### src/rtl/target_scheduler.sv
// Frame-rate target selector: scans 16 tracker regions per frame and issues one aim or home command.
// Optional feature: define TGT_SCHED_DEADBAND_EN to suppress re-commands that stay within DEADBAND of the lock.
module target_scheduler #(
  parameter int unsigned LOST_FRAMES = 8,
  parameter int unsigned DEADBAND    = 4,
  parameter int unsigned HOME_X      = 319,
  parameter int unsigned HOME_Y      = 239
) (
  input  logic             clk,
  input  logic             reset_n,
  input  logic             frame_upd,
  input  logic [15:0]      aim_detected_all,
  input  logic [15:0][9:0] aim_x_all,
  input  logic [15:0][9:0] aim_y_all,
  input  logic             tgt_ready,
  output logic             tgt_valid,
  output logic [9:0]       tgt_x,
  output logic [9:0]       tgt_y,
  output logic [3:0]       tgt_idx,
  output logic             tgt_home,
  output logic             locked,
  output logic             busy,
  output logic [7:0]       drop_cnt
);

  localparam int unsigned NREG = 16;
  localparam int unsigned XW   = 10;
  localparam int unsigned IW   = 4;
  localparam int unsigned DW   = 11;
  localparam int unsigned CW   = 8;
  localparam int unsigned LW   = $clog2(LOST_FRAMES + 1);

  localparam logic [XW-1:0] HX        = XW'(HOME_X);
  localparam logic [XW-1:0] HY        = XW'(HOME_Y);
  localparam logic [LW-1:0] LOST_LAST = LW'(LOST_FRAMES - 1);
  localparam logic [LW-1:0] LOST_MAX  = LW'(LOST_FRAMES);
  localparam logic [CW-1:0] DROP_MAX  = '1;

  typedef struct packed {
    logic [XW-1:0] x;
    logic [XW-1:0] y;
    logic [IW-1:0] idx;
    logic          home;
  } cmd_t;

  typedef enum logic [1:0] {
    S_IDLE,
    S_SCAN,
    S_DECIDE,
    S_EMIT
  } state_t;

  state_t                   state_q, state_d;
  logic [IW-1:0]            scan_idx_q, scan_idx_d;
  logic [NREG-1:0]          det_q, det_d;
  logic [NREG-1:0][XW-1:0]  xs_q, xs_d;
  logic [NREG-1:0][XW-1:0]  ys_q, ys_d;
  logic                     best_found_q, best_found_d;
  logic [IW-1:0]            best_idx_q, best_idx_d;
  logic [DW-1:0]            best_dist_q, best_dist_d;
  logic [LW-1:0]            lost_q, lost_d;
  logic                     locked_q, locked_d;
  cmd_t                     cmd_q, cmd_d;
  logic                     valid_q, valid_d;
  logic [XW-1:0]            last_x_q, last_x_d;
  logic [XW-1:0]            last_y_q, last_y_d;
  logic [CW-1:0]            drop_q, drop_d;
  logic                     busy_q, busy_d;

  logic [XW-1:0]            ref_x_c, ref_y_c;
  logic [DW-1:0]            cur_dist_c;
  logic [XW-1:0]            pick_x_c, pick_y_c;
  logic                     hold_c;

  function automatic logic [XW-1:0] absdiff(input logic [XW-1:0] a, input logic [XW-1:0] b);
    return (a >= b) ? (a - b) : (b - a);
  endfunction

  // Distance of the region under scan from the lock point (or screen centre when unlocked).
  assign ref_x_c    = locked_q ? last_x_q : HX;
  assign ref_y_c    = locked_q ? last_y_q : HY;
  assign cur_dist_c = DW'(absdiff(xs_q[scan_idx_q], ref_x_c)) + DW'(absdiff(ys_q[scan_idx_q], ref_y_c));
  assign pick_x_c   = xs_q[best_idx_q];
  assign pick_y_c   = ys_q[best_idx_q];

`ifdef TGT_SCHED_DEADBAND_EN
  localparam logic [XW-1:0] DB = XW'(DEADBAND);
  assign hold_c = locked_q && (absdiff(pick_x_c, last_x_q) <= DB) && (absdiff(pick_y_c, last_y_q) <= DB);
`else
  logic db_unused;
  assign db_unused = |XW'(DEADBAND);
  assign hold_c    = 1'b0;
`endif

  // Next-state and datapath update.
  always_comb begin
    state_d      = state_q;
    scan_idx_d   = scan_idx_q;
    det_d        = det_q;
    xs_d         = xs_q;
    ys_d         = ys_q;
    best_found_d = best_found_q;
    best_idx_d   = best_idx_q;
    best_dist_d  = best_dist_q;
    lost_d       = lost_q;
    locked_d     = locked_q;
    cmd_d        = cmd_q;
    valid_d      = valid_q;
    last_x_d     = last_x_q;
    last_y_d     = last_y_q;
    drop_d       = drop_q;

    if (frame_upd && (state_q != S_IDLE) && (drop_q != DROP_MAX)) begin
      drop_d = drop_q + CW'(1);
    end

    case (state_q)
      S_IDLE: begin
        if (frame_upd) begin
          det_d        = aim_detected_all;
          xs_d         = aim_x_all;
          ys_d         = aim_y_all;
          scan_idx_d   = '0;
          best_found_d = 1'b0;
          best_idx_d   = '0;
          best_dist_d  = '1;
          state_d      = S_SCAN;
        end
      end

      S_SCAN: begin
        // Strict less-than keeps the lowest index on equal distances.
        if (det_q[scan_idx_q] && (!best_found_q || (cur_dist_c < best_dist_q))) begin
          best_found_d = 1'b1;
          best_idx_d   = scan_idx_q;
          best_dist_d  = cur_dist_c;
        end
        scan_idx_d = scan_idx_q + IW'(1);
        if (scan_idx_q == IW'(NREG - 1)) begin
          state_d = S_DECIDE;
        end
      end

      S_DECIDE: begin
        if (best_found_q) begin
          lost_d   = '0;
          locked_d = 1'b1;
          if (hold_c) begin
            state_d = S_IDLE;
          end else begin
            cmd_d   = '{x: pick_x_c, y: pick_y_c, idx: best_idx_q, home: 1'b0};
            valid_d = 1'b1;
            state_d = S_EMIT;
          end
        end else if (lost_q < LOST_LAST) begin
          lost_d  = lost_q + LW'(1);
          state_d = S_IDLE;
        end else if (lost_q == LOST_LAST) begin
          lost_d   = LOST_MAX;
          locked_d = 1'b0;
          cmd_d    = '{x: HX, y: HY, idx: '0, home: 1'b1};
          valid_d  = 1'b1;
          state_d  = S_EMIT;
        end else begin
          state_d = S_IDLE;
        end
      end

      S_EMIT: begin
        if (tgt_ready) begin
          valid_d  = 1'b0;
          last_x_d = cmd_q.x;
          last_y_d = cmd_q.y;
          state_d  = S_IDLE;
        end
      end

      default: begin
        state_d = S_IDLE;
      end
    endcase

    busy_d = (state_d != S_IDLE);
  end

  always_ff @(posedge clk or negedge reset_n) begin
    if (!reset_n) begin
      state_q      <= S_IDLE;
      scan_idx_q   <= '0;
      det_q        <= '0;
      xs_q         <= '0;
      ys_q         <= '0;
      best_found_q <= 1'b0;
      best_idx_q   <= '0;
      best_dist_q  <= '1;
      lost_q       <= '0;
      locked_q     <= 1'b0;
      cmd_q        <= '{x: HX, y: HY, idx: '0, home: 1'b0};
      valid_q      <= 1'b0;
      last_x_q     <= HX;
      last_y_q     <= HY;
      drop_q       <= '0;
      busy_q       <= 1'b0;
    end else begin
      state_q      <= state_d;
      scan_idx_q   <= scan_idx_d;
      det_q        <= det_d;
      xs_q         <= xs_d;
      ys_q         <= ys_d;
      best_found_q <= best_found_d;
      best_idx_q   <= best_idx_d;
      best_dist_q  <= best_dist_d;
      lost_q       <= lost_d;
      locked_q     <= locked_d;
      cmd_q        <= cmd_d;
      valid_q      <= valid_d;
      last_x_q     <= last_x_d;
      last_y_q     <= last_y_d;
      drop_q       <= drop_d;
      busy_q       <= busy_d;
    end
  end

  assign tgt_valid = valid_q;
  assign tgt_x     = cmd_q.x;
  assign tgt_y     = cmd_q.y;
  assign tgt_idx   = cmd_q.idx;
  assign tgt_home  = cmd_q.home;
  assign locked    = locked_q;
  assign busy      = busy_q;
  assign drop_cnt  = drop_q;

endmodule

### config.mk
export PLATFORM = sky130hd
export DESIGN_NAME = target_scheduler
export DESIGN_NICKNAME = d
export VERILOG_FILES = /design/src/rtl/target_scheduler.sv
export SDC_FILE = /design/constraint.sdc
export NUM_CORES = 1
export LEC_CHECK = 0
export BUFFER_PORTS_ARGS = -buffer_cell sky130_fd_sc_hd__buf_2
export CAP_MARGIN = 10
export CORE_MARGIN = 2
export CORE_UTILIZATION = 58
export DETAILED_ROUTE_END_ITERATION = 12
export PLACE_DENSITY_LB_ADDON = 0.2
export SLEW_MARGIN = 15
export SYNTH_ARGS = -nofsm -noshare
export SYNTH_HDL_FRONTEND = slang
export SYNTH_SLANG_ARGS = --single-unit
### constraint.sdc
create_clock -name clk -period 8.7 [get_ports clk]
set_clock_uncertainty 0.05 [all_clocks]
set_input_delay 0.435 -clock clk [delete_from_list [all_inputs] [get_ports clk]]
set_output_delay 0.435 -clock clk [all_outputs]
set_load 0.05 [all_outputs]
# Word level (Yosys, flattened, before mapping)
# Cells that the tools add are included.
dict set report classes {
  add_sub_neg 8
  magnitude_cmp 6
  n_eq_ne 12
  muxes 45
  reduce_logical 19
}
# op n
set ops {}
lappend ops {{10-bit binary-select mux with 4-bit select} 4}
lappend ops {{10-bit 2-to-1 mux} 8}
lappend ops {{25-bit 2-to-1 mux} 3}
lappend ops {{10-bit subtractor} 4}
lappend ops {{11-bit 2-to-1 mux} 2}
lappend ops {{11-bit case mux with 2 select lines} 1}
lappend ops {{10-bit >= comparator} 2}
lappend ops {{4-bit 2-to-1 mux} 5}
lappend ops {{4-bit case mux with 2 select lines} 2}
lappend ops {{2-bit 2-to-1 mux} 6}
lappend ops {{10-bit by 10-bit adder with 11-bit output} 1}
lappend ops {{11-bit less-than comparator} 1}
lappend ops {{4-bit by 5-bit less-than comparator with 1-bit output, second input constant} 2}
lappend ops {{1-bit 2-to-1 mux} 10}
lappend ops {{2-bit nonzero test} 5}
lappend ops {{4-bit by 1-bit adder with 4-bit output, second input constant} 2}
lappend ops {{8-bit by 1-bit adder with 8-bit output, second input constant} 1}
lappend ops {{2-bit inequality test, second input constant} 4}
lappend ops {{8-bit inequality test, second input constant} 1}
lappend ops {{2-bit case mux with 4 select lines} 1}
lappend ops {{2-bit AND reduction} 4}
lappend ops {{3-bit inequality test, second input constant} 2}
lappend ops {{3-bit AND reduction} 2}
lappend ops {{1-bit binary-select mux with 4-bit select} 1}
lappend ops {{12 further kinds} 16}
dict set report word_totals {
  reg_bits 418
  input_bits 340
  output_inout_bits 36
  wordCells 139
}

# Longest topological paths before layout
dict set report depth {
  ltp_word 10
  depth_mapped 28
  depth_no_buf 23
}

# Worst setup path after synthesis
# No wires, ideal clock.
dict set report synth_path {
  kind {reg2reg}
  startpoint {register scan_idx_q[1]}
  endpoint {register best_dist_q[10]}
  setup_time_ps 82
  arrival_ps 5948
  required_time_ps 8568
  slack_ps 2620
  stages_incl_launch_ff 29
  path_buffers 6
  synth_period_minus_slack_ps 6080
  cell_sequence {dfrtp_1 -> clkbuf_1 -> buf_2 -> buf_1 -> mux4_2 -> mux4_2 -> inv_1 -> ha_1 -> buf_2 -> nand4_1 -> nor3_1 -> a211oi_2 -> o21ai_4 -> mux2i_1 -> xor2_1 -> ha_1 -> clkbuf_1 -> a21oi_1 -> o21ai_0 -> a21o_1 -> a21oi_1 -> xnor2_1 -> ha_1 -> a21o_1 -> a221oi_1 -> o221a_2 -> buf_6 -> nor2_4 -> o31a_1}
}
dict set report synth_between {
  elab_chain_len 10
  word_cells_on_any_way 22
  classes_between {5 x add/sub; 3 x order compare; 1 x eq/ne; 10 x mux; 3 x reduce/logical}
}
# element line_no
set synth_rtl {}
lappend synth_rtl {{start: declaration} 54} ;# logic [IW-1:0] scan_idx_q, scan_idx_d;
lappend synth_rtl {{start signal: assignment} 206} ;# scan_idx_q <= scan_idx_d;
lappend synth_rtl {{10-bit binary-select mux with 4-bit select} 82} ;# assign cur_dist_c = DW'(absdiff(xs_q[scan_idx_q], ref_x_c)) + DW'(absdiff(ys_q[scan_idx_q], ref_y_c));
lappend synth_rtl {{10-bit 2-to-1 mux (implied by the code)} 82}
lappend synth_rtl {{10-bit subtractor or 10-bit >= comparator (tied branches)} 76} ;# return (a >= b) ? (a - b) : (b - a);
lappend synth_rtl {{10-bit 2-to-1 mux} 76}
lappend synth_rtl {{10-bit by 10-bit adder with 11-bit output} 82}
lappend synth_rtl {{11-bit less-than comparator} 133} ;# if (det_q[scan_idx_q] && (!best_found_q || (cur_dist_c < best_dist_q))) begin
lappend synth_rtl {{1-bit logical OR} 133}
lappend synth_rtl {{1-bit logical AND} 133}
lappend synth_rtl {{2-bit inequality test (no source line)} n/a}
lappend synth_rtl {{3-bit AND reduction (no source line)} n/a}
lappend synth_rtl {{end signal: assignment} 212} ;# best_dist_q <= best_dist_d;
lappend synth_rtl {{end: declaration} 60} ;# logic [DW-1:0] best_dist_q, best_dist_d;
# Parallel ways exist; a longest one is shown, timed or not. The select of a mux whose other input is x is not followed.
# A chain may end at the register's enable or synchronous reset.

# Final worst setup path
dict set report layout_path {
  startpoint {register scan_idx_q[1]}
  endpoint {register best_dist_q[6]}
}
# Same word-level chain as after synthesis.

==> flow_summary.json <==
{
  "status": "completed",
  "syn_area_sq_mm": 0.0234,
  "start_util_pct": 58.8,
  "rows": 73,
  "cts_buffer_depth": 3,
  "route.detailed.wl_per_inst_um": 22.6,
  "avgViaCountPerCell": 5.94,
  "worst-path-buf-inv": 2,
  "clk_latency_ns": 0.60,
  "final_nets": 3218,
  "finalWirelength_um": 76200,
  "setup_viol": 0,
  "ys_warn_count": 0,
  "worstMarginPinSlew_ns": 1.09,
  "die_height_um": 205,
  "post_cts_buffers": 0,
  "core_sq_mm": 0.0398,
  "synth_cell_types": 66,
  "grt_start_max_net_pins": 213,
  "cp_max_fo": 56,
  "cpLargestDelayFamily": "compound AO/OA/AOI/OAI gates",
  "slew_headroom_pct": 27.5,
  "cts_resized": 0,
  "ys_seq_area_share_pct": 44.9,
  "path_cells": "buf_4 > mux4_2 > mux4_2 > inv_1 > ha_1 > nand4_1 > a31oi_1 > nor2_1 > o21ai_2 > mux2i_1 > xor2_1 > ha_1 > a21oi_1 > o21ai_0 > a21o_1 > a21oi_1 > xnor2_1 > ha_1 > a21o_1 > a221oi_1 > o221ai_2 > nand2_2 > mux2_4",
  "h-tree-depth": 2,
  "cts_sinks": 418,
  "vias": 20039,
  "critPathMaxStageDelay_ns": 1.01,
  "synthCells": 2336,
  "avgSynthCellArea_sq_um": 10.0,
  "io_buffers": 375,
  "grt_pass1_vias": 20075,
  "ys_top_cells_by_count": "nand2_1 (1,059), dfrtp_1 (379), mux4_2 (185)",
  "synth-seq-cells": 418,
  "finalHoldViolations": 0,
  "synth-async-reset-ratio_pct": 100,
  "start_kind": "register",
  "drtIter0Drc": 2189,
  "worst_ep_arrival_time_ns": 7.93,
  "ant_nets": 0,
  "gp_congestion": 0.928,
  "crit_type": "reg -> reg",
  "synth_top_flop_cell": "dfrtp_1",
  "grt_pass1_wl_um": 116000,
  "synth_top_area_share_pct": 40.5,
  "cpMaxStageDelayCell": "dfrtp_4",
  "crit_path_end_kind": "register",
  "antenna_found_initial": 7,
  "syn_to_final_growth_pct": 23.4,
  "yosysTopAreaCell": "dfrtp_1",
  "maxSlewViolCount": 0,
  "cts_made_buffers": 45,
  "fin_crit_ns": 7.48,
  "synth_nets": 2743,
  "first_pass_iters": 7,
  "die_area_sq_mm": 0.0420,
  "max_cap_violations": 0,
  "synth-edff-count": 0,
  "fmax_ghz": 0.134,
  "hold_class": "in -> reg",
  "drive_gt1_share_pct": 26.7,
  "yosys-top-cells-area": "dfrtp_1 (40%), mux4_2 (18%), nand2_1 (17%)",
  "clk_pin_slew_ns": 0.06,
  "hpwl_um": 52300,
  "dieWidth_um": 205,
  "synth_most_common_cell": "nand2_1",
  "drc": 0,
  "io_pins": 376,
  "cts-root-buf": "clkbuf_16",
  "fin_setup_tns_ns": 0,
  "path_common_cell": "ha_1",
  "grt_use_total_pct": 37.0,
  "cts_tree": "yes",
  "grt_setup_unrepaired": "false",
  "period_share_pct": 86.0,
  "hold_buffers": 177,
  "worstPathRequired_ns": 9.15,
  "grt-ovfl-total": 0
}
## layout make-up
cell class,instances,area (sq um)
multi-input cells,1710,12000
flip-flops and latches,418,10500
inverters,60,225
fillers,2830,10900
well taps,525,657
clock inverters,21,277
diodes,3,7.51
repair buffers,576,3900
clock buffers,63,1340
## worst min-delay path, cell delays in order
cell and delay (ns):
buf_2 0.08, nand2_1 0.04, nand2_1 0.04
## metal layers
layer / track usage (%) / wire length, um
met5: 0 / 14
met4: 14.1 / 2860
met3: 11.5 / 8290
met2: 54.5 / 34300
met1: 51.8 / 30700
## final timing paths
check / from / to / slack [ns] / cells after the start
max in group asynchronous: reset_n / xs_q[105] / 6.73 / 3
worst max register to register: scan_idx_q[1] / best_dist_q[6] / 1.22 / 23
min in group asynchronous: reset_n / drop_cnt[6] / 0.45 / 2
worst min-delay path: aim_x_all[28] / xs_q[28] / 0.009 / 3
worst max-delay path: scan_idx_q[1] / best_dist_q[6] / 1.22 / 23
worst min register to register: det_q[3] / det_q[3] / 0.42 / 2
## sequential cells by signal, summed over array words and instances, names as in the netlist, 8 cells and up
| register | flops |
|---|---|
| xs_q | 160 |
| best_dist_q | 11 |
| last_y_q | 10 |
| tgt_y | 10 |
| drop_cnt | 8 |
| ys_q | 160 |
| last_x_q | 10 |
| det_q | 16 |
| tgt_x | 10 |
## cell families after synthesis
group	Yosys count	share of synthesized area (%)
buffers and inverters	208	4.08
muxes	259	21.5
and+or+nand+nor	1186	19.9
adders and majority gates	67	3.74
AOI/OAI and AO/OA	169	4.83
xor gates and xnor gates	29	1.08
DFF	418	44.9
## cell usage in the layout, fill, tap and decap left out, types with 5 or more instances in the layout
cell type	synthesis	routed
clkbuf_1	64	5
nor2_1	34	33
fa_1	5	5
ha_1	62	62
buf_4	4	19
dfstp_2	39	39
a21o_1	12	12
a22o_1	10	10
mux2_2	38	38
clkinv_2	0	8
nand3_1	16	16
buf_2	67	374
a21oi_1	35	35
xnor2_1	15	15
clkbuf_8	0	12
o22ai_1	15	15
o21ai_0	35	35
xor2_1	14	14
mux4_2	185	185
buf_12	1	5
inv_1	60	60
nand4_1	10	10
nand2_1	1059	1058
dfrtp_4	0	5
a31oi_1	18	18
dfrtp_1	379	373
dlygate4sd3_1	0	177
bufinv_16	0	5
nand2b_1	25	25
mux2i_1	31	31
nor3_1	11	11
clkbuf_16	0	46
nor2b_1	11	11
## through the flow
| stage | instances | area (sq um) | util [%] | setup slack [ns] | hold slack (ns) |
|---|---|---|---|---|---|
| after floorplan | 2336 | 23400 | - | 2.62 | 0.0894 |
| after global placement | 3112 | 25500 | 64.1 | 1.50 | 0.406 |
| after detailed placement | 3112 | 25500 | 64.1 | 1.39 | 0.411 |
| after CTS | 3373 | 28900 | 72.5 | 1.34 | 0.0000646 |
| after global routing | 3375 | 28900 | 72.6 | 0.872 | 0.00490 |
| final | 3376 | 28900 | 72.6 | 1.22 | 0.00933 |
Power is not shown: default switching activity piles up to over one toggle a cycle in this logic, so the estimate is an artifact.
